==> config.mk <==
export PLATFORM = sky130hd
export DESIGN_NAME = div_unit_32
export DESIGN_NICKNAME = d
export VERILOG_FILES = /design/src/rtl/div_pkg.sv /design/src/rtl/div_step.sv /design/src/rtl/div_unit_32.sv
export SDC_FILE = /design/constraint.sdc
export NUM_CORES = 1
export LEC_CHECK = 0
export ABC_AREA = 0
export BUFFER_PORTS_ARGS = -buffer_cell sky130_fd_sc_hd__buf_2
export CAP_MARGIN = 20
export CORE_MARGIN = 5
export CORE_UTILIZATION = 40
export DETAILED_ROUTE_END_ITERATION = 8
export PLACE_DENSITY = 0.67
export SLEW_MARGIN = 5
export SYNTH_ARGS = -nofsm -noshare
export SYNTH_HDL_FRONTEND = slang
export SYNTH_SLANG_ARGS = --single-unit
==> constraint.sdc <==
create_clock -name clk -period 5.3 [get_ports clk]
set_input_delay 1.06 -clock clk [delete_from_list [all_inputs] [get_ports clk]]
set_output_delay 1.06 -clock clk [all_outputs]
set_load 0.02 [all_outputs]
==> src/rtl/div_pkg.sv <==
// div_pkg: shared definitions for the radix-2 restoring divide unit.
//   DIV_WIDTH    default operand / quotient / remainder width
//   DIV_TAG_W    default reservation-station tag width
//   DIV_ZERO_QUO quotient reported when the divisor is zero (all ones)
//   div_state_e  controller states
package div_pkg;

  localparam int DIV_WIDTH = 32;
  localparam int DIV_TAG_W = 4;

  localparam logic [DIV_WIDTH-1:0] DIV_ZERO_QUO = '1;

  typedef enum logic [1:0] {
    IDLE = 2'd0,
    CALC = 2'd1,
    DONE = 2'd2
  } div_state_e;

endpackage

==> src/rtl/div_step.sv <==
// div_step: one combinational restoring-division iteration.
//   rem_i      partial remainder before the shift
//   bit_i      next dividend bit shifted into the remainder
//   divisor_i  divisor magnitude
//   rem_o      partial remainder after the trial subtraction
//   q_o        quotient bit produced by this iteration
module div_step #(
  parameter int WIDTH = 32
) (
  input  logic [WIDTH-1:0] rem_i,
  input  logic             bit_i,
  input  logic [WIDTH-1:0] divisor_i,
  output logic [WIDTH-1:0] rem_o,
  output logic             q_o
);

  logic [WIDTH-1:0] shifted_lo;

  assign shifted_lo = {rem_i[WIDTH-2:0], bit_i};

  // The shifted remainder is WIDTH+1 bits wide; the trial difference is
  // non-negative exactly when it is >= the divisor. When it is, the true
  // difference is below the divisor and therefore fits in WIDTH bits.
  assign q_o   = ({rem_i, bit_i} >= {1'b0, divisor_i});
  assign rem_o = q_o ? (shifted_lo - divisor_i) : shifted_lo;

endmodule

==> src/rtl/div_unit_32.sv <==
// div_unit_32: multi-cycle integer divide unit, one quotient bit per cycle.
//   clk, reset        rising-edge clock, synchronous active-high reset
//   flush             abort the in-flight operation, result discarded
//   in_valid/in_ready request handshake (dividend, divisor, signed, tag)
//   out_valid/out_ready result handshake toward the CDB arbiter
//   out_quotient, out_remainder, out_tag, out_div_by_zero  registered result
//
//   state | meaning
//   IDLE  | ready for a request
//   CALC  | restoring iterations on operand magnitudes
//   DONE  | result held until out_ready
module div_unit_32
  import div_pkg::*;
#(
  parameter int WIDTH = DIV_WIDTH,
  parameter int TAG_W = DIV_TAG_W
) (
  input  logic             clk,
  input  logic             reset,
  input  logic             flush,
  input  logic             in_valid,
  output logic             in_ready,
  input  logic [WIDTH-1:0] in_dividend,
  input  logic [WIDTH-1:0] in_divisor,
  input  logic             in_signed,
  input  logic [TAG_W-1:0] in_tag,
  output logic             out_valid,
  input  logic             out_ready,
  output logic [WIDTH-1:0] out_quotient,
  output logic [WIDTH-1:0] out_remainder,
  output logic [TAG_W-1:0] out_tag,
  output logic             out_div_by_zero
);

  localparam int CNT_W = $clog2(WIDTH);
  localparam logic [CNT_W-1:0] CNT_LAST = CNT_W'(WIDTH - 1);

  div_state_e       state_q, state_d;
  logic [CNT_W-1:0] cnt_q, cnt_d;
  logic [WIDTH-1:0] rem_q, rem_d;
  logic [WIDTH-1:0] quo_q, quo_d;   // dividend bits shift out, quotient bits shift in
  logic [WIDTH-1:0] dvs_q, dvs_d;
  logic             q_neg_q, q_neg_d;
  logic             r_neg_q, r_neg_d;
  logic [TAG_W-1:0] tag_q, tag_d;
  logic [WIDTH-1:0] out_quo_q, out_quo_d;
  logic [WIDTH-1:0] out_rem_q, out_rem_d;
  logic [TAG_W-1:0] out_tag_q, out_tag_d;
  logic             out_dbz_q, out_dbz_d;

  logic             dvd_neg, dvs_neg;
  logic [WIDTH-1:0] dvd_mag, dvs_mag;
  logic [WIDTH-1:0] step_rem;
  logic             step_q;
  logic [WIDTH-1:0] quo_shift;
  logic [WIDTH-1:0] quo_fin, rem_fin;

  assign dvd_neg = in_signed & in_dividend[WIDTH-1];
  assign dvs_neg = in_signed & in_divisor[WIDTH-1];
  // -2^(WIDTH-1) maps onto itself, which is its correct unsigned magnitude.
  assign dvd_mag = dvd_neg ? -in_dividend : in_dividend;
  assign dvs_mag = dvs_neg ? -in_divisor  : in_divisor;

  div_step #(.WIDTH(WIDTH)) u_step (
    .rem_i     (rem_q),
    .bit_i     (quo_q[WIDTH-1]),
    .divisor_i (dvs_q),
    .rem_o     (step_rem),
    .q_o       (step_q)
  );

  assign quo_shift = {quo_q[WIDTH-2:0], step_q};
  assign quo_fin   = q_neg_q ? -quo_shift : quo_shift;
  assign rem_fin   = r_neg_q ? -step_rem  : step_rem;

  always_comb begin
    state_d   = state_q;
    cnt_d     = cnt_q;
    rem_d     = rem_q;
    quo_d     = quo_q;
    dvs_d     = dvs_q;
    q_neg_d   = q_neg_q;
    r_neg_d   = r_neg_q;
    tag_d     = tag_q;
    out_quo_d = out_quo_q;
    out_rem_d = out_rem_q;
    out_tag_d = out_tag_q;
    out_dbz_d = out_dbz_q;

    if (flush) begin
      state_d = IDLE;
    end else begin
      case (state_q)
        IDLE: begin
          if (in_valid) begin
            tag_d   = in_tag;
            q_neg_d = dvd_neg ^ dvs_neg;
            r_neg_d = dvd_neg;
            if (in_divisor == '0) begin
              out_quo_d = WIDTH'(DIV_ZERO_QUO);
              out_rem_d = in_dividend;
              out_tag_d = in_tag;
              out_dbz_d = 1'b1;
              state_d   = DONE;
            end else begin
              rem_d   = '0;
              quo_d   = dvd_mag;
              dvs_d   = dvs_mag;
              cnt_d   = '0;
              state_d = CALC;
            end
          end
        end
        CALC: begin
          rem_d = step_rem;
          quo_d = quo_shift;
          cnt_d = cnt_q + CNT_W'(1);
          if (cnt_q == CNT_LAST) begin
            out_quo_d = quo_fin;
            out_rem_d = rem_fin;
            out_tag_d = tag_q;
            out_dbz_d = 1'b0;
            state_d   = DONE;
          end
        end
        DONE: begin
          if (out_ready) begin
            state_d = IDLE;
          end
        end
        default: state_d = IDLE;
      endcase
    end
  end

  always_ff @(posedge clk) begin
    if (reset) begin
      state_q   <= IDLE;
      cnt_q     <= '0;
      rem_q     <= '0;
      quo_q     <= '0;
      dvs_q     <= '0;
      q_neg_q   <= 1'b0;
      r_neg_q   <= 1'b0;
      tag_q     <= '0;
      out_quo_q <= '0;
      out_rem_q <= '0;
      out_tag_q <= '0;
      out_dbz_q <= 1'b0;
    end else begin
      state_q   <= state_d;
      cnt_q     <= cnt_d;
      rem_q     <= rem_d;
      quo_q     <= quo_d;
      dvs_q     <= dvs_d;
      q_neg_q   <= q_neg_d;
      r_neg_q   <= r_neg_d;
      tag_q     <= tag_d;
      out_quo_q <= out_quo_d;
      out_rem_q <= out_rem_d;
      out_tag_q <= out_tag_d;
      out_dbz_q <= out_dbz_d;
    end
  end

  assign in_ready        = (state_q == IDLE);
  assign out_valid       = (state_q == DONE);
  assign out_quotient    = out_quo_q;
  assign out_remainder   = out_rem_q;
  assign out_tag         = out_tag_q;
  assign out_div_by_zero = out_dbz_q;

endmodule
== Word-level counts from Yosys, hierarchy flattened ==
Index checks and enable logic that the tools add are counted.

* Bits in registers: 178
* Latch bits: 0
* Memory bits (writable): 0
* ROM bits: 0
* Input bits: 74
* Output and inout port bits: 71
* Memories: 0

* Add/sub/neg operators: 6
* Multiply operators: 0
* Divide/modulo/power cells: 0
* Magnitude comparators: 1
* Equal/unequal tests: 8
* Shifts and indexed selects: 0
* Muxes and demuxes: 35
* Bitwise gates (word level): 5
* Reductions and logical operators: 9

{| class="wikitable"
|+ Operators by type and width
! cell !! number
|-
| 32-bit 2-to-1 mux || 15
|-
| 32-bit case mux with 2 select lines || 4
|-
| 32-bit negation || 4
|-
| 33-bit by 32-bit greater-or-equal comparator with 1-bit output || 1
|-
| 32-bit zero test || 1
|-
| 32-bit subtractor || 1
|-
| 4-bit 2-to-1 mux || 3
|-
| 5-bit 2-to-1 mux || 2
|-
| 5-bit case mux with 2 select lines || 1
|-
| 2-bit 2-to-1 mux || 4
|-
| 4-bit case mux with 2 select lines || 1
|-
| 4-bit AND reduction || 2
|-
| 2-bit != test, second input constant || 3
|-
| 2-bit case mux with 3 select lines || 1
|-
| 3-bit AND reduction || 2
|-
| 5-bit by 1-bit adder with 5-bit output, second input constant || 1
|-
| 5-bit equality test, second input constant || 1
|-
| 5-bit AND reduction || 1
|-
| 2-bit by 1-bit != test with 1-bit output, second input constant || 2
|-
| 1-bit 2-to-1 mux || 3
|-
| 1-bit AND || 2
|-
| 2-bit by 1-bit equality test with 1-bit output, second input constant || 1
|-
| 2-bit equality test, second input constant || 1
|-
| 2-bit zero test || 1
|-
| other kinds (5) || 6
|}

== Longest topological paths before layout ==
* Word-level depth: 6
* Mapped depth: 23
* Mapped depth without buffers: 17

== Cells and area by module ==
A second synthesis with hierarchy kept.

* Cells, all modules: 1644
* Area, all modules: 12268.0 µm²

{| class="wikitable"
|+ Modules (own cells, without submodules)
! module !! instances !! cells an instance !! area an instance (µm²) !! seq. area each (µm²)
|-
| div_unit_32 || 1 || 1274 || 9933.3 || 3563.4
|-
| div_step || 1 || 370 || 2334.7 || 0.0
|}

== Worst setup path before layout ==
No wires, ideal clock.

* Path kind: register to register
* From: register dvs_q[1]
* To: register out_rem_q[22] (netlist: out_remainder[22])
* Data arrival time: 4.534 ns
* Data required time: 5.185 ns
* Path slack: 0.651 ns
* Cell stages (with the launch flop): 23
* Path buffers: 5
* Clock period less this slack: 4.649 ns
* Path through: dfxtp_1 inv_1 ha_1 nor2b_1 o2111ai_1 a2111o_1 a311oi_1 or2_1 buf_6 buf_6 buf_2 buf_2 buf_2 nand2_1 o21ai_0 ha_1 nand4b_1 or3b_2 o41a_1 nor3b_1 a21oi_1 xnor2_1 a2111oi_0

* Cells in the longest elaborated chain, start to end: 6
* Elaborated cells on any way between the ends: 7
* Classes of those cells: 2 x add/sub; 1 x order compare; 4 x mux

{| class="wikitable"
|+ Ends and longest elaborated chain
! what !! RTL line !! source
|-
| start, declared || div_unit_32.sv:42 || <nowiki>logic [WIDTH-1:0] dvs_q, dvs_d;</nowiki>
|-
| start signal, assigned || div_unit_32.sv:155 || <nowiki>dvs_q <= dvs_d;</nowiki>
|-
| 32-bit subtractor / 33-bit by 32-bit greater-or-equal comparator with 1-bit output (equally long branches) || div_step.sv:25, div_step.sv:24 ||
|-
| 32-bit 2-to-1 mux * || div_step.sv:25 || <nowiki>assign rem_o = q_o ? (shifted_lo - divisor_i) : shifted_lo;</nowiki>
|-
| 32-bit negation || div_unit_32.sv:74 || <nowiki>assign rem_fin = r_neg_q ? -step_rem : step_rem;</nowiki>
|-
| 32-bit 2-to-1 mux * || div_unit_32.sv:74 ||
|-
| 32-bit 2-to-1 mux * || div_unit_32.sv:118 || <nowiki>if (cnt_q == CNT_LAST) begin</nowiki>
|-
| 32-bit case mux with 2 select lines * || div_unit_32.sv:93 || <nowiki>case (state_q)</nowiki>
|-
| end signal, assigned || div_unit_32.sv:160 || <nowiki>out_rem_q <= out_rem_d;</nowiki>
|-
| end, declared || div_unit_32.sv:47 || <nowiki>logic [WIDTH-1:0] out_rem_q, out_rem_d;</nowiki>
|}

Every way passes the cells marked *; elsewhere a longest branch is shown, timed or not. The select of a mux whose other input is x is not followed.
A chain may end at the register's enable or synchronous reset.

== Worst setup path in the final report ==
* From: register rem_q[19]
* To: register out_rem_q[22] (netlist: out_remainder[22])

* Cells in the longest elaborated chain, start to end: 6
* Elaborated cells on any way between the ends: 7
* Classes of those cells: 2 x add/sub; 1 x order compare; 4 x mux

{| class="wikitable"
|+ Ends and longest elaborated chain
! what !! RTL line !! source
|-
| start, declared || div_unit_32.sv:40 || <nowiki>logic [WIDTH-1:0] rem_q, rem_d;</nowiki>
|-
| start signal, assigned || div_unit_32.sv:153 || <nowiki>rem_q <= rem_d;</nowiki>
|-
| 32-bit subtractor / 33-bit by 32-bit greater-or-equal comparator with 1-bit output (equally long branches) || div_step.sv:25, div_step.sv:24 ||
|-
| 32-bit 2-to-1 mux * || div_step.sv:25 ||
|-
| 32-bit negation || div_unit_32.sv:74 ||
|-
| 32-bit 2-to-1 mux * || div_unit_32.sv:74 ||
|-
| 32-bit 2-to-1 mux * || div_unit_32.sv:118 ||
|-
| 32-bit case mux with 2 select lines * || div_unit_32.sv:93 ||
|}

Marks and branches as above.

==> flow_summary.toml <==
[clocking]
htreeDepth = 4
clkSinkCount = 178
cts_buffer_depth = 2
postCtsSetupBuffers = 0
numCtsBuffers = 17
path_clk_slew_ns = 0.07
clk_latency_ns = 0.44
cts-root-buf = "clkbuf_16"
cts_tree = "built"

[drt]
ant_nets = 0
wire_per_inst_um = 17.17
wl_um = 36700
drc = 0
first_pass_iters = 5
viasPerCell = 5.687
drtIter0Drc = 911
via_count = 12160

[timing]
setup_tns_ns = 0
finClkSkew_ns = 0.01533
hold_ws_ns = 0.4609
rsz0062_at_grt = "false"
max_slew_margin_pct = 29.29
maxSlewViolCount = 0
maxClockFrequency_ghz = 0.2086
fin_crit_ns = 4.793
min_period_over_period_pct = 90.43
setup_viol = 0
worst_pin_slew_ns = 1.060
timing.final.hold_violations = 0

[floorplan]
die_w_um = 185.6
ios = 145
fp-row-count = 64
core_um2 = 30510
initial_core_util_pct = 40.42
die_height_um = 185.6
fp.dieArea_um2 = 34440

[global_routing]
grt_max_degree = 99
track_usage_pct = 20.56
antenna_found_initial = 0
grt_pass1_vias = 11040
grt_first_pass_wirelength_um = 58370
overflow = 0

[setup_path]
critical_path_class = "flop to flop"
crit_fanout = 12
start_kind = "flop"
end_kind = "flop"
reg2reg_to = "out_remainder[22]"
worst-endpoint-required_ns = 5.62
rrSetupSlack_ns = 0.51
critPathArrivalTime_ns = 5.11
rr_startpoint = "rem_q[19]"
r2r_cells = 15

[run]
drv_cap = 0

[yosys]
syn_inst = 1662
synth_area_leaders = "dfxtp_1 29%, nor2_1 8.5%, xor2_1 5.5%, a211oi_1 5.4%, a21oi_1 4.6%"
yosysTopAreaCell = "dfxtp_1"
async_flop_share_pct = 0
synth_top_area_share_pct = 28.89
synth_ff_type = "dfxtp_1"
ys_types = 80
yosys_warnings = 0
yosysSeqAreaShare_pct = 28.89
synth_area_per_cell_um2 = 7.421
synth_edf_count = 0
synthTopCellsByCount = "278 x nor2_1, 178 x dfxtp_1, 144 x nand2_1"
synth_area_um2 = 12330
syn-num-nets = 1775
synth.most_common_cell = "nor2_1"
ys_ff_latch = 178

[placed_design]
numPortBuffers = 144
place_congestion = 0.9329
dp_hpwl_um = 28060
dpl_cell_area_um2 = 13280

[final_layout]
fillers = 3131
drive_gt1_share_pct = 12.74
diodes = 0
post-route-cell-area_um2 = 13920
area_growth_pct = 12.85
num-nets-final = 1842

[hold_path]
hp-class = "flop to flop"
min_path_cells = 2
holdPathEnd = "dvs_q[21]"
hold_start = "dvs_q[21]"

[power]
total_power_mw = 3.547
leakage_nw = 5.461
max-vdd-ir-drop_mv = 0.2323
powerDensity_nw_per_um2 = 254.8

[outcome]
outcome = "completed"
[cell usage in the layout (no fill, tap or decap), drive strengths merged, types with 23 or more instances in the layout]
cell type and instances:
xor2 77, nand2 144, a211oi 88, nor3 41, o21ai 87, dfxtp 178
o31ai 25, xnor2 59, ha 38, nor2 279, a311oi 33, a21oi 114
a31oi 23, nand3 29, buf 162, inv 62
[cell families after synthesis]
group / synth area share, %
and+or+nand+nor: 23.14
AOI/OAI and AO/OA: 26.65
DFF: 28.89
buffers and inverters: 5.569
xor gates and xnor gates: 9.658
adders and majority gates: 4.017
muxes: 2.070
[per-stage QoR]
stage | util (%) | std cells | setup slack (ns)
global route | 45.62 | 2138 | 0.002790
finish | 45.62 | 2138 | 0.5070
detailed placement | 43.54 | 2106 | 0.4599
CTS | 45.61 | 2138 | 0.4493
floorplan | - | 1662 | 0.6514
global placement | 43.54 | 2106 | 0.7038
[metal layers]
layer  track usage [%]  part of all wire, %
met1             29.67                   48
met2             32.41                   44
met3             3.400                  6.8
met4             4.430                  1.5
met5                 0                    0
[critical path, stage by stage (launching register included)]
cell       delay, ns
dfxtp_1         0.45
ha_1            0.39
a21oi_1         0.34
o21ai_0         0.16
a221oi_1        0.33
o221ai_1        0.18
or2_2           0.39
o21ai_0         0.31
ha_1            0.31
and3_1          0.23
nand4bb_1       0.15
o41a_1          0.44
nor3b_1         0.34
a21oi_1         0.13
xnor2_1         0.15
a2111oi_0       0.38
[report_power, final]
part	switching (mW)	internal (mW)	total [mW]	leakage, nW
Sequential	0.0353	1.37	1.41	1.44
Combinational	0.497	0.287	0.785	3.71
Clock	0.661	0.691	1.35	0.306
[registers in the layout, indices dropped and copies added (netlist names)]
signal and cells:
rem_q 32, quo_q 32, q_neg_q 1, cnt_q 5
tag_q 4, state_q 2, r_neg_q 1, out_div_by_zero 1
out_quotient 32, dvs_q 32, out_remainder 32, out_tag 4
[layout make-up]
cell class / instances / area (um2) / share of cell area (%)
multi-input cells: 1316 / 8130 / 58.41
flip-flops and latches: 178 / 3563 / 25.60
repair buffers: 162 / 895.9 / 6.437
well taps: 396 / 495.5 / 3.560
clock buffers: 17 / 425.4 / 3.056
clock inverters: 15 / 205.2 / 1.474
inverters: 54 / 202.7 / 1.456
[what timing repair did]
item                       CTS  global route
setup endpoints to repair    0             1
hold buffers                 0             0
resized for setup            0             1
[worst max path at each step]
stage                             start           endpoint  slack, ns  cells after the start
after floorplan                dvs_q[1]  out_remainder[22]       0.65                     22
after global placement    in_divisor[0]   out_remainder[0]       0.70                     15
after detailed placement      rem_q[23]  out_remainder[22]       0.46                     15
after CTS                     rem_q[23]  out_remainder[22]       0.45                     15
after global routing          rem_q[19]  out_remainder[22]      0.003                     15
final                         rem_q[19]  out_remainder[22]       0.51                     15
Power figures use the tool's default switching activity.
